### config.mk
export PLATFORM = sky130hd
export DESIGN_NAME = sr_latch_bank_ctrl
export DESIGN_NICKNAME = d
export VERILOG_FILES = /design/src/rtl/sr_latch_bank_ctrl_pkg.sv /design/src/rtl/sr_latch_bank_ctrl_rr_arbiter.sv /design/src/rtl/sr_latch_bank_ctrl.sv
export SDC_FILE = /design/constraint.sdc
export NUM_CORES = 1
export LEC_CHECK = 0
export CORE_UTILIZATION = 54
export DETAILED_ROUTE_END_ITERATION = 8
export HOLD_SLACK_MARGIN = 0.12
export MAX_ROUTING_LAYER = met4
export PLACE_DENSITY = 0.95
export SYNTH_ARGS = -nofsm -noshare
export SYNTH_HDL_FRONTEND = slang
export SYNTH_SLANG_ARGS = --single-unit
### constraint.sdc
create_clock -name clk -period 4.8 [get_ports clk]
set_input_delay 0.72 -clock clk [delete_from_list [all_inputs] [get_ports clk]]
set_output_delay 0.72 -clock clk [all_outputs]
set_load 0.01 [all_outputs]
### src/rtl/sr_latch_bank_ctrl_pkg.sv
// Shared types and constants for the SR latch bank controller.
// Holds the FSM encoding, op codes and the counter sizing helper.
package sr_latch_bank_ctrl_pkg;

   typedef enum logic [1:0] {
      ST_IDLE  = 2'd0,
      ST_PULSE = 2'd1,
      ST_GAP   = 2'd2
   } state_e;

   localparam logic OP_SET = 1'b1;
   localparam logic OP_CLR = 1'b0;

   function automatic int cnt_w(input int p, input int g);
      int m;
      m = (p > g) ? p : g;
      return $clog2(m + 1);
   endfunction

endpackage

### src/rtl/sr_latch_bank_ctrl_rr_arbiter.sv
// Round-robin arbiter: first active request at or after the pointer.
// Purely combinational; the caller owns and advances the pointer.
module sr_latch_bank_ctrl_rr_arbiter #(
   parameter int NUM_REQ = 4
) (
   input  logic [NUM_REQ-1:0]         req_i,
   input  logic [$clog2(NUM_REQ)-1:0] ptr_i,
   output logic [NUM_REQ-1:0]         gnt_o,
   output logic [$clog2(NUM_REQ)-1:0] gnt_idx_o,
   output logic                       valid_o
);

   localparam int PTR_W = $clog2(NUM_REQ);

   always_comb begin
      int   j;
      logic found;
      gnt_o     = '0;
      gnt_idx_o = '0;
      found     = 1'b0;
      j         = 0;
      for (int off = 0; off < NUM_REQ; off++) begin
         j = int'(ptr_i) + off;
         if (j >= NUM_REQ) j = j - NUM_REQ;
         if (!found && req_i[j]) begin
            found     = 1'b1;
            gnt_o[j]  = 1'b1;
            gnt_idx_o = PTR_W'(j);
         end
      end
      valid_o = found;
   end

endmodule

### src/rtl/sr_latch_bank_ctrl.sv
// Sequences timed active-low set/clear pulses onto a NAND SR latch bank,
// one latch at a time, with round-robin grant and a Q read-back check.
module sr_latch_bank_ctrl
   import sr_latch_bank_ctrl_pkg::*;
#(
   parameter int NUM_REQ   = 4,
   parameter int NUM_LATCH = 8,
   parameter int IDX_W     = $clog2(NUM_LATCH),
   parameter int PULSE_CYC = 2,
   parameter int GAP_CYC   = 1
) (
   input  logic                     clk,
   input  logic                     rst,
   input  logic [NUM_REQ-1:0]       req,
   input  logic [NUM_REQ-1:0]       req_op,
   input  logic [NUM_REQ*IDX_W-1:0] req_idx,
   output logic [NUM_REQ-1:0]       ack,
   output logic [NUM_LATCH-1:0]     S_n,
   output logic [NUM_LATCH-1:0]     R_n,
   input  logic [NUM_LATCH-1:0]     latch_q,
   output logic                     busy,
   output logic                     done,
   output logic                     err
);

   localparam int PTR_W = $clog2(NUM_REQ);
   localparam int CNT_W = cnt_w(PULSE_CYC, GAP_CYC);
   localparam logic [CNT_W-1:0] PULSE_LD = CNT_W'(PULSE_CYC - 1);
   localparam logic [CNT_W-1:0] GAP_LD   = CNT_W'(GAP_CYC - 1);

   state_e                 state_q, state_d;
   logic [CNT_W-1:0]       cnt_q, cnt_d;
   logic                   op_q, op_d;
   logic [IDX_W-1:0]       idx_q, idx_d;
   logic                   errp_q, errp_d;
   logic [PTR_W-1:0]       ptr_q, ptr_d;
   logic [NUM_REQ-1:0]     ack_q, ack_d;
   logic [NUM_LATCH-1:0]   s_n_q, s_n_d;
   logic [NUM_LATCH-1:0]   r_n_q, r_n_d;

   logic [NUM_REQ-1:0]     gnt;
   logic [PTR_W-1:0]       gnt_idx;
   logic                   gnt_valid;
   logic                   sel_op;
   logic [IDX_W-1:0]       sel_idx;
   logic                   q_sel;
   logic                   idx_ok;

   sr_latch_bank_ctrl_rr_arbiter #(
      .NUM_REQ (NUM_REQ)
   ) u_arb (
      .req_i     (req),
      .ptr_i     (ptr_q),
      .gnt_o     (gnt),
      .gnt_idx_o (gnt_idx),
      .valid_o   (gnt_valid)
   );

   // Low on the addressed bit only; out-of-range index drives nothing.
   function automatic logic [NUM_LATCH-1:0] drive_lo(
      input logic [IDX_W-1:0] idx,
      input logic             en
   );
      logic [NUM_LATCH-1:0] v;
      v = '1;
      for (int k = 0; k < NUM_LATCH; k++) begin
         if (en && int'(idx) == k) v[k] = 1'b0;
      end
      return v;
   endfunction

   always_comb begin
      sel_op  = req_op[gnt_idx];
      sel_idx = req_idx[int'(gnt_idx)*IDX_W +: IDX_W];
   end

   always_comb begin
      q_sel  = 1'b0;
      idx_ok = 1'b0;
      for (int k = 0; k < NUM_LATCH; k++) begin
         if (int'(idx_q) == k) begin
            q_sel  = latch_q[k];
            idx_ok = 1'b1;
         end
      end
   end

   always_comb begin
      state_d = state_q;
      cnt_d   = cnt_q;
      op_d    = op_q;
      idx_d   = idx_q;
      errp_d  = errp_q;
      ptr_d   = ptr_q;
      ack_d   = '0;
      s_n_d   = '1;
      r_n_d   = '1;
      unique case (state_q)
         ST_IDLE: begin
            if (gnt_valid) begin
               state_d = ST_PULSE;
               cnt_d   = PULSE_LD;
               op_d    = sel_op;
               idx_d   = sel_idx;
               errp_d  = 1'b0;
               ack_d   = gnt;
               ptr_d   = (int'(gnt_idx) == NUM_REQ - 1) ?
                         '0 : gnt_idx + 1'b1;
               s_n_d   = drive_lo(sel_idx, sel_op == OP_SET);
               r_n_d   = drive_lo(sel_idx, sel_op == OP_CLR);
            end
         end
         ST_PULSE: begin
            if (cnt_q == '0) begin
               state_d = ST_GAP;
               cnt_d   = GAP_LD;
               errp_d  = !idx_ok || (q_sel != op_q);
            end else begin
               cnt_d = cnt_q - 1'b1;
               s_n_d = drive_lo(idx_q, op_q == OP_SET);
               r_n_d = drive_lo(idx_q, op_q == OP_CLR);
            end
         end
         ST_GAP: begin
            if (cnt_q == '0) state_d = ST_IDLE;
            else             cnt_d   = cnt_q - 1'b1;
         end
         default: state_d = ST_IDLE;
      endcase
   end

   always_ff @(posedge clk) begin
      if (rst) begin
         state_q <= ST_IDLE;
         cnt_q   <= '0;
         op_q    <= 1'b0;
         idx_q   <= '0;
         errp_q  <= 1'b0;
         ptr_q   <= '0;
         ack_q   <= '0;
         s_n_q   <= '1;
         r_n_q   <= '1;
      end else begin
         state_q <= state_d;
         cnt_q   <= cnt_d;
         op_q    <= op_d;
         idx_q   <= idx_d;
         errp_q  <= errp_d;
         ptr_q   <= ptr_d;
         ack_q   <= ack_d;
         s_n_q   <= s_n_d;
         r_n_q   <= r_n_d;
      end
   end

   assign ack  = ack_q;
   assign S_n  = s_n_q;
   assign R_n  = r_n_q;
   assign busy = (state_q != ST_IDLE);
   assign done = (state_q == ST_GAP) && (cnt_q == '0);
   assign err  = done && errp_q;

endmodule

Word level (Yosys, flattened, before mapping)

Index checks and enable logic that the tools add are counted.

Bits in writable memories: 0
Memories kept: 0
Memory bits (read-only): 0
Output and inout port bits: 23
Bits in latches: 0
Bits in registers: 31

Bitwise gates (word level): 7
$add $sub $neg: 9
Div/mod/pow operators: 0
Shift-type cells: 1
Muxes and demuxes: 103
Reductions and logical operators: 58
Order comparisons: 13
Equal/unequal tests: 22
$mul: 1

Operators by type and width:

| operator                                                                             | count |
|---|---|
| 32-bit by 1-bit greater-or-equal comparator with 1-bit output, second input constant | 4 |
| 32-bit by 4-bit < comparator with 1-bit output, second input constant                | 4 |
| 32-bit 2-to-1 mux                                                                    | 4 |
| 32-bit by 4-bit greater-or-equal comparator with 1-bit output, second input constant | 3 |
| 32-bit by 4-bit subtractor with 32-bit output, second input constant                 | 3 |
| 1-bit 2-to-1 mux                                                                     | 67 |
| 1-bit logical AND                                                                    | 41 |
| 8-bit 2-to-1 mux                                                                     | 4 |
| 8-bit one-hot mux with 2 select lines                                                | 2 |
| 3-bit equality test, second input constant                                           | 8 |
| 2-bit 2-to-1 mux                                                                     | 10 |
| 4-bit 2-to-1 mux                                                                     | 4 |
| 3-bit by 2-bit equality test with 1-bit output, second input constant                | 4 |
| 4-bit bitwise OR                                                                     | 3 |
| 2-bit one-hot mux with 3 select lines                                                | 2 |
| 12-bit by 5-bit variable part select with 3-bit output                               | 1 |
| 1-bit binary-select mux with 2-bit select                                            | 5 |
| 3-bit AND reduction                                                                  | 3 |
| 1-bit demux with 2-bit select                                                        | 4 |
| 2-bit != test, second input constant                                                 | 4 |
| 2-bit by 2-bit adder with 3-bit output, second input constant                        | 2 |
| 3-bit by 1-bit equality test with 1-bit output, second input constant                | 2 |
| 3-bit logical NOT                                                                    | 2 |
| 2-bit by 1-bit equality test with 1-bit output, second input constant                | 2 |
| other kinds (18)                                                                     | 26 |

Logic depth before layout (Yosys ltp)

Depth after elaboration: 22
Depth in mapped cells: 13
Depth with buffers taken out: 10

Hierarchy

Synthesis repeated with hierarchy kept, for this count alone.

Cells, all modules: 248
Area total of the unflattened synthesis: 2134.5 µm²

Modules (own cells, without submodules):

| module                        | instances | area an instance (µm²) | cells each |
|---|---|---|---|
| sr_latch_bank_ctrl            | 1         | 1674.1                 | 200 |
| sr_latch_bank_ctrl_rr_arbiter | 1         | 460.4                  | 48 |

Worst setup path after synthesis

No wires, ideal clock.

Kind: register to register
Start: reg ptr_q[1]
End: reg r_n_q[0] (netlist: R_n[0])
Data arrival time: 2.944 ns
Period minus slack after synthesis: 3.082 ns
Buffers on the path: 2
Slack: 1.718 ns
Data required time: 4.662 ns
Stages on the path, launching flop included: 12
Cell sequence: dfxtp_1 -> buf_2 -> inv_1 -> ha_1 -> buf_6 -> mux2i_4 -> o211ai_2 -> a211oi_2 -> mux2i_1 -> mux4_2 -> o31ai_2 -> nand3_1

Longest elaborated chain between the ends: 22
Elaborated cells on any way between the ends: 51

RTL lines:

| what                                                                                                   | line                      | source |
|---|---|---|
| start, declared                                                                                        | sr_latch_bank_ctrl.sv:36  | `logic [PTR_W-1:0] ptr_q, ptr_d;` |
| start signal, assigned                                                                                 | sr_latch_bank_ctrl.sv:149 | `ptr_q <= ptr_d;` |
| parallel branches: the longest is 20 deep, another holds 32-bit by 4-bit subtractor with 32-bit output | -                         |  |
| 8-bit 2-to-1 mux (*)                                                                                   | sr_latch_bank_ctrl.sv:100 | `if (gnt_valid) begin` |
| 8-bit one-hot mux with 2 select lines (*)                                                              | sr_latch_bank_ctrl.sv:98  | `unique case (state_q)` |
| end signal, assigned                                                                                   | sr_latch_bank_ctrl.sv:152 | `r_n_q <= r_n_d;` |
| end, declared                                                                                          | sr_latch_bank_ctrl.sv:39  | `logic [NUM_LATCH-1:0] r_n_q, r_n_d;` |

Mark *: on every way between the ends. The select of a mux whose other input is x is not followed.
A chain may end at the register's enable or synchronous reset.

Final worst setup path

Start: reg ptr_q[0]
End: reg r_n_q[0] (netlist: R_n[0])

Same word-level chain as after synthesis.

==> flow_metrics.env <==
export IMPL_max_vdd_ir_drop_v=0.000346
export IMPL_synth_top_family_by_area="compound AO/OA/AOI/OAI gates"
export IMPL_crit_chain="inv_2, ha_1, o21ba_2, a211oi_1, o21ai_1, inv_2, mux4_2, o31ai_2, nand3_1"
export IMPL_yosysUniqueCellTypes=52
export IMPL_grt_max_degree=23
export IMPL_synth_xor_area_frac=0.0158
export IMPL_drt_total_wl_um=5370
export IMPL_diodes=0
export IMPL_ff2ff_setup_slack_ns=1.01
export IMPL_synth_area_mux_share=0.0988
export IMPL_cp_num_cells=9
export IMPL_clkTransAtPathRegs_ns=0.07
export IMPL_max_cap_viol_count=0
export IMPL_clock_path_buffers=2
export IMPL_ys_top_cells_by_area="dfxtp_1 28%, ha_1 8.5%, nand3_1 5.4%, o21ai_0 5.2%, nor2_1 4.7%"
export IMPL_postPlaceCellArea_mm2=0.00271
export IMPL_clkLatencyLatePin_ns=0.28
export IMPL_antenna_found_initial=0
export IMPL_syn_avg_cell_area_um2=8.24
export IMPL_leakagePower_nw=1.08
export IMPL_synth_top_area_share=0.280
export IMPL_slowest_stage="dfxtp_1"
export IMPL_synth_fa_ha_area_frac=0.0847
export IMPL_fp_dieW_um=66.1
export IMPL_initial_core_util=0.584
export IMPL_cp_common_cell="inv_2"
export IMPL_viasPerCell=6.15
export IMPL_finalHoldViolCount=0
export IMPL_first_iter_violations=170
export IMPL_end_kind="flop"
export IMPL_grt_pass1_wl_um=9030
export IMPL_maxSlewHeadroom=0.453
export IMPL_nets=357
export IMPL_synthSimpleGateAreaFrac=0.208
export IMPL_skew_ns=0.0101
export IMPL_arrival_ns=3.93
export IMPL_mostFrequentLayoutCell="clkdlybuf4s50_1"
export IMPL_post_cts_buffers=0
export IMPL_h_tree_depth=2
export IMPL_post_route_util=0.745
export IMPL_status="finished clean"
export IMPL_crit_family="compound AO/OA/AOI/OAI gates"
export IMPL_worst_setup_path_start_kind="flop"
export IMPL_num_rows=22
export IMPL_area_growth_pct=27.7
export IMPL_cts_resized=0
export IMPL_synth_edff_count=0
export IMPL_portBuffers=52
export IMPL_hold_path_class="flop to flop"
export IMPL_cts_tree="yes"
export IMPL_ys_seq_area_frac=0.280
export IMPL_r2r_cells=9
export IMPL_cts_root_buffer="clkbuf_8"
export IMPL_synth_seq_cells=31
export IMPL_path_max_fanout=14
export IMPL_rsz0062_at_grt="false"
export IMPL_layoutNonFillerInstCount=361
export IMPL_crit_type="flop to flop"
export IMPL_synth_cell_area_mm2=0.00222
export IMPL_dieArea_mm2=0.00437
export IMPL_yosysTopAreaCell="dfxtp_1"
export IMPL_synthArstFlopShare=0
export IMPL_ys_flop_type="dfxtp_1"
export IMPL_slowest_delay_ns=0.73
export IMPL_endpoint="R_n[0]$_SDFF_PP1_"
export IMPL_timing_final_crit_share=0.789
export IMPL_ys_warn_count=0
export IMPL_path_buf_inv=2
export IMPL_post_drt_wl_per_cell_um=14.9
export IMPL_setup_viol=0
export IMPL_hpwl_um=4030
export IMPL_ant_nets=0
export IMPL_slew_viol_final=0
export IMPL_grt_usage=0.277
export IMPL_drive_gt1_frac=0.115
export IMPL_die_h_um=66.1
export IMPL_drc_errors=0
export IMPL_worstSetupStartpoint="ptr_q[0]$_SDFFE_PP0P_"
export IMPL_grt_overflow=0
export IMPL_cts_sinks=31
export IMPL_tightest_slew_ns=0.815
export IMPL_vias=2220
export IMPL_r2r_end="R_n[0]$_SDFF_PP1_"
export IMPL_r2r_start="ptr_q[0]$_SDFFE_PP0P_"
export IMPL_final_area_mm2=0.00283
export IMPL_final_cell_mix="52 x clkdlybuf4s50_1, 31 x dfxtp_1, 28 x nor2_1"
export IMPL_powerDensity_mw_per_mm2=682
export IMPL_fin_setup_tns_ns=0
export IMPL_holdBufCountCts=0
export IMPL_crit_required_ns=4.95
export IMPL_synth_cells=269
export IMPL_dp_cells=353
export IMPL_grt_pass1_vias=1977
export IMPL_dr_pass1_iters=6
export IMPL_fin_crit_ns=3.79
export IMPL_placeableCoreArea_mm2=0.00380
export IMPL_cts_buffers=5
export IMPL_fmax_mhz=264
export IMPL_synth_compound_area_frac=0.239
export IMPL_syn_num_nets=314
export IMPL_ios=53
export IMPL_place_gp_congestion=0.937
through the flow:
stage | setup WS [ns] | total power (W) | hold slack (ns)
after detailed placement | 1.07 | 0.00163 | 0.514
after CTS | 1.05 | 0.00191 | 0.525
after floorplan | 1.72 | 0.00132 | 0.483
after global placement | 1.15 | 0.00159 | 0.503
final | 1.01 | 0.00193 | 0.520
after global routing | 0.801 | 0.00207 | 0.562
registers in the layout (all words and copies together), names as in the netlist:
signal   flops
op_q         1
errp_q       1
state_q      2
idx_q        3
cnt_q        2
ptr_q        2
R_n          8
S_n          8
ack          4
how the worst min path moves through the flow:
stage | start | end | cells after the start | slack (ns)
floorplan | cnt_q[1]$_SDFFE_PP0P_ | cnt_q[1]$_SDFFE_PP0P_ | 2 | 0.48
global placement | cnt_q[1]$_SDFFE_PP0P_ | cnt_q[1]$_SDFFE_PP0P_ | 2 | 0.50
detailed placement | cnt_q[1]$_SDFFE_PP0P_ | cnt_q[1]$_SDFFE_PP0P_ | 2 | 0.51
CTS | cnt_q[1]$_SDFFE_PP0P_ | cnt_q[1]$_SDFFE_PP0P_ | 2 | 0.53
global route | state_q[0]$_SDFFE_PP0P_ | state_q[0]$_SDFFE_PP0P_ | 2 | 0.56
finish | cnt_q[1]$_SDFFE_PP0P_ | cnt_q[1]$_SDFFE_PP0P_ | 2 | 0.52
report_power, final:
part	total, W	leakage, nW	switching [W]	internal (W)
combinational	0.00121	0.767	0.000683	0.000528
sequential	0.000451	0.255	0.0000928	0.000359
clock	0.000268	0.0612	0.000100	0.000168
total	0.00193	1.08	0.000876	0.00105
per-layer routing:
| metal | routed length, um | GRT usage | vias up |
|---|---|---|---|
| li1 | - | - | 1060 |
| met1 | 2320 | 0.348 | 1045 |
| met2 | 2620 | 0.441 | 106 |
| met3 | 360 | 0.0569 | 9 |
| met4 | 76 | 0.0984 | 0 |
| met5 | 0 | - | - |
worst register-to-register path, cell delays in order, from the launching register on:
cell and delay, ns:
dfxtp_1 0.73, inv_2 0.25, ha_1 0.49, o21ba_2 0.31
a211oi_1 0.05, o21ai_1 0.66, inv_2 0.21, mux4_2 0.56
o31ai_2 0.31, nand3_1 0.10
final cells by class:
class                   instances  area [um^2]
flip-flops and latches         31          621
well taps                      48         60.1
multi-input cells             202         1430
clock buffers                   6         82.6
fillers                       279          968
clock inverters                 2         35.0
inverters                      19         71.3
repair buffers                 53          528
cells by family (layout without fill, tap and decap cells):
family,after synthesis,after routing
mux,15,15
compound gates,77,77
flops,31,31
fa+ha+maj,15,15
xor+xnor,4,4
simple gates,91,91
buf+inv,36,80
cells in the mapped netlist (all sizes together), types with 3 or more instances:
| library cell | number |
|---|---|
| nand3b | 4 |
| nand2b | 5 |
| a21oi | 10 |
| nor3 | 3 |
| a221oi | 5 |
| a22oi | 7 |
| nand3 | 24 |
| a31oi | 3 |
| o31ai | 4 |
| o21ai | 30 |
| dfxtp | 31 |
| nand2 | 14 |
| nor2 | 28 |
| ha | 15 |
| mux2i | 9 |
| mux4 | 4 |
| clkbuf | 9 |
| buf | 8 |
| inv | 19 |
| xnor2 | 3 |
| a211oi | 4 |
Note: power is estimated with default switching activity, not from simulation.
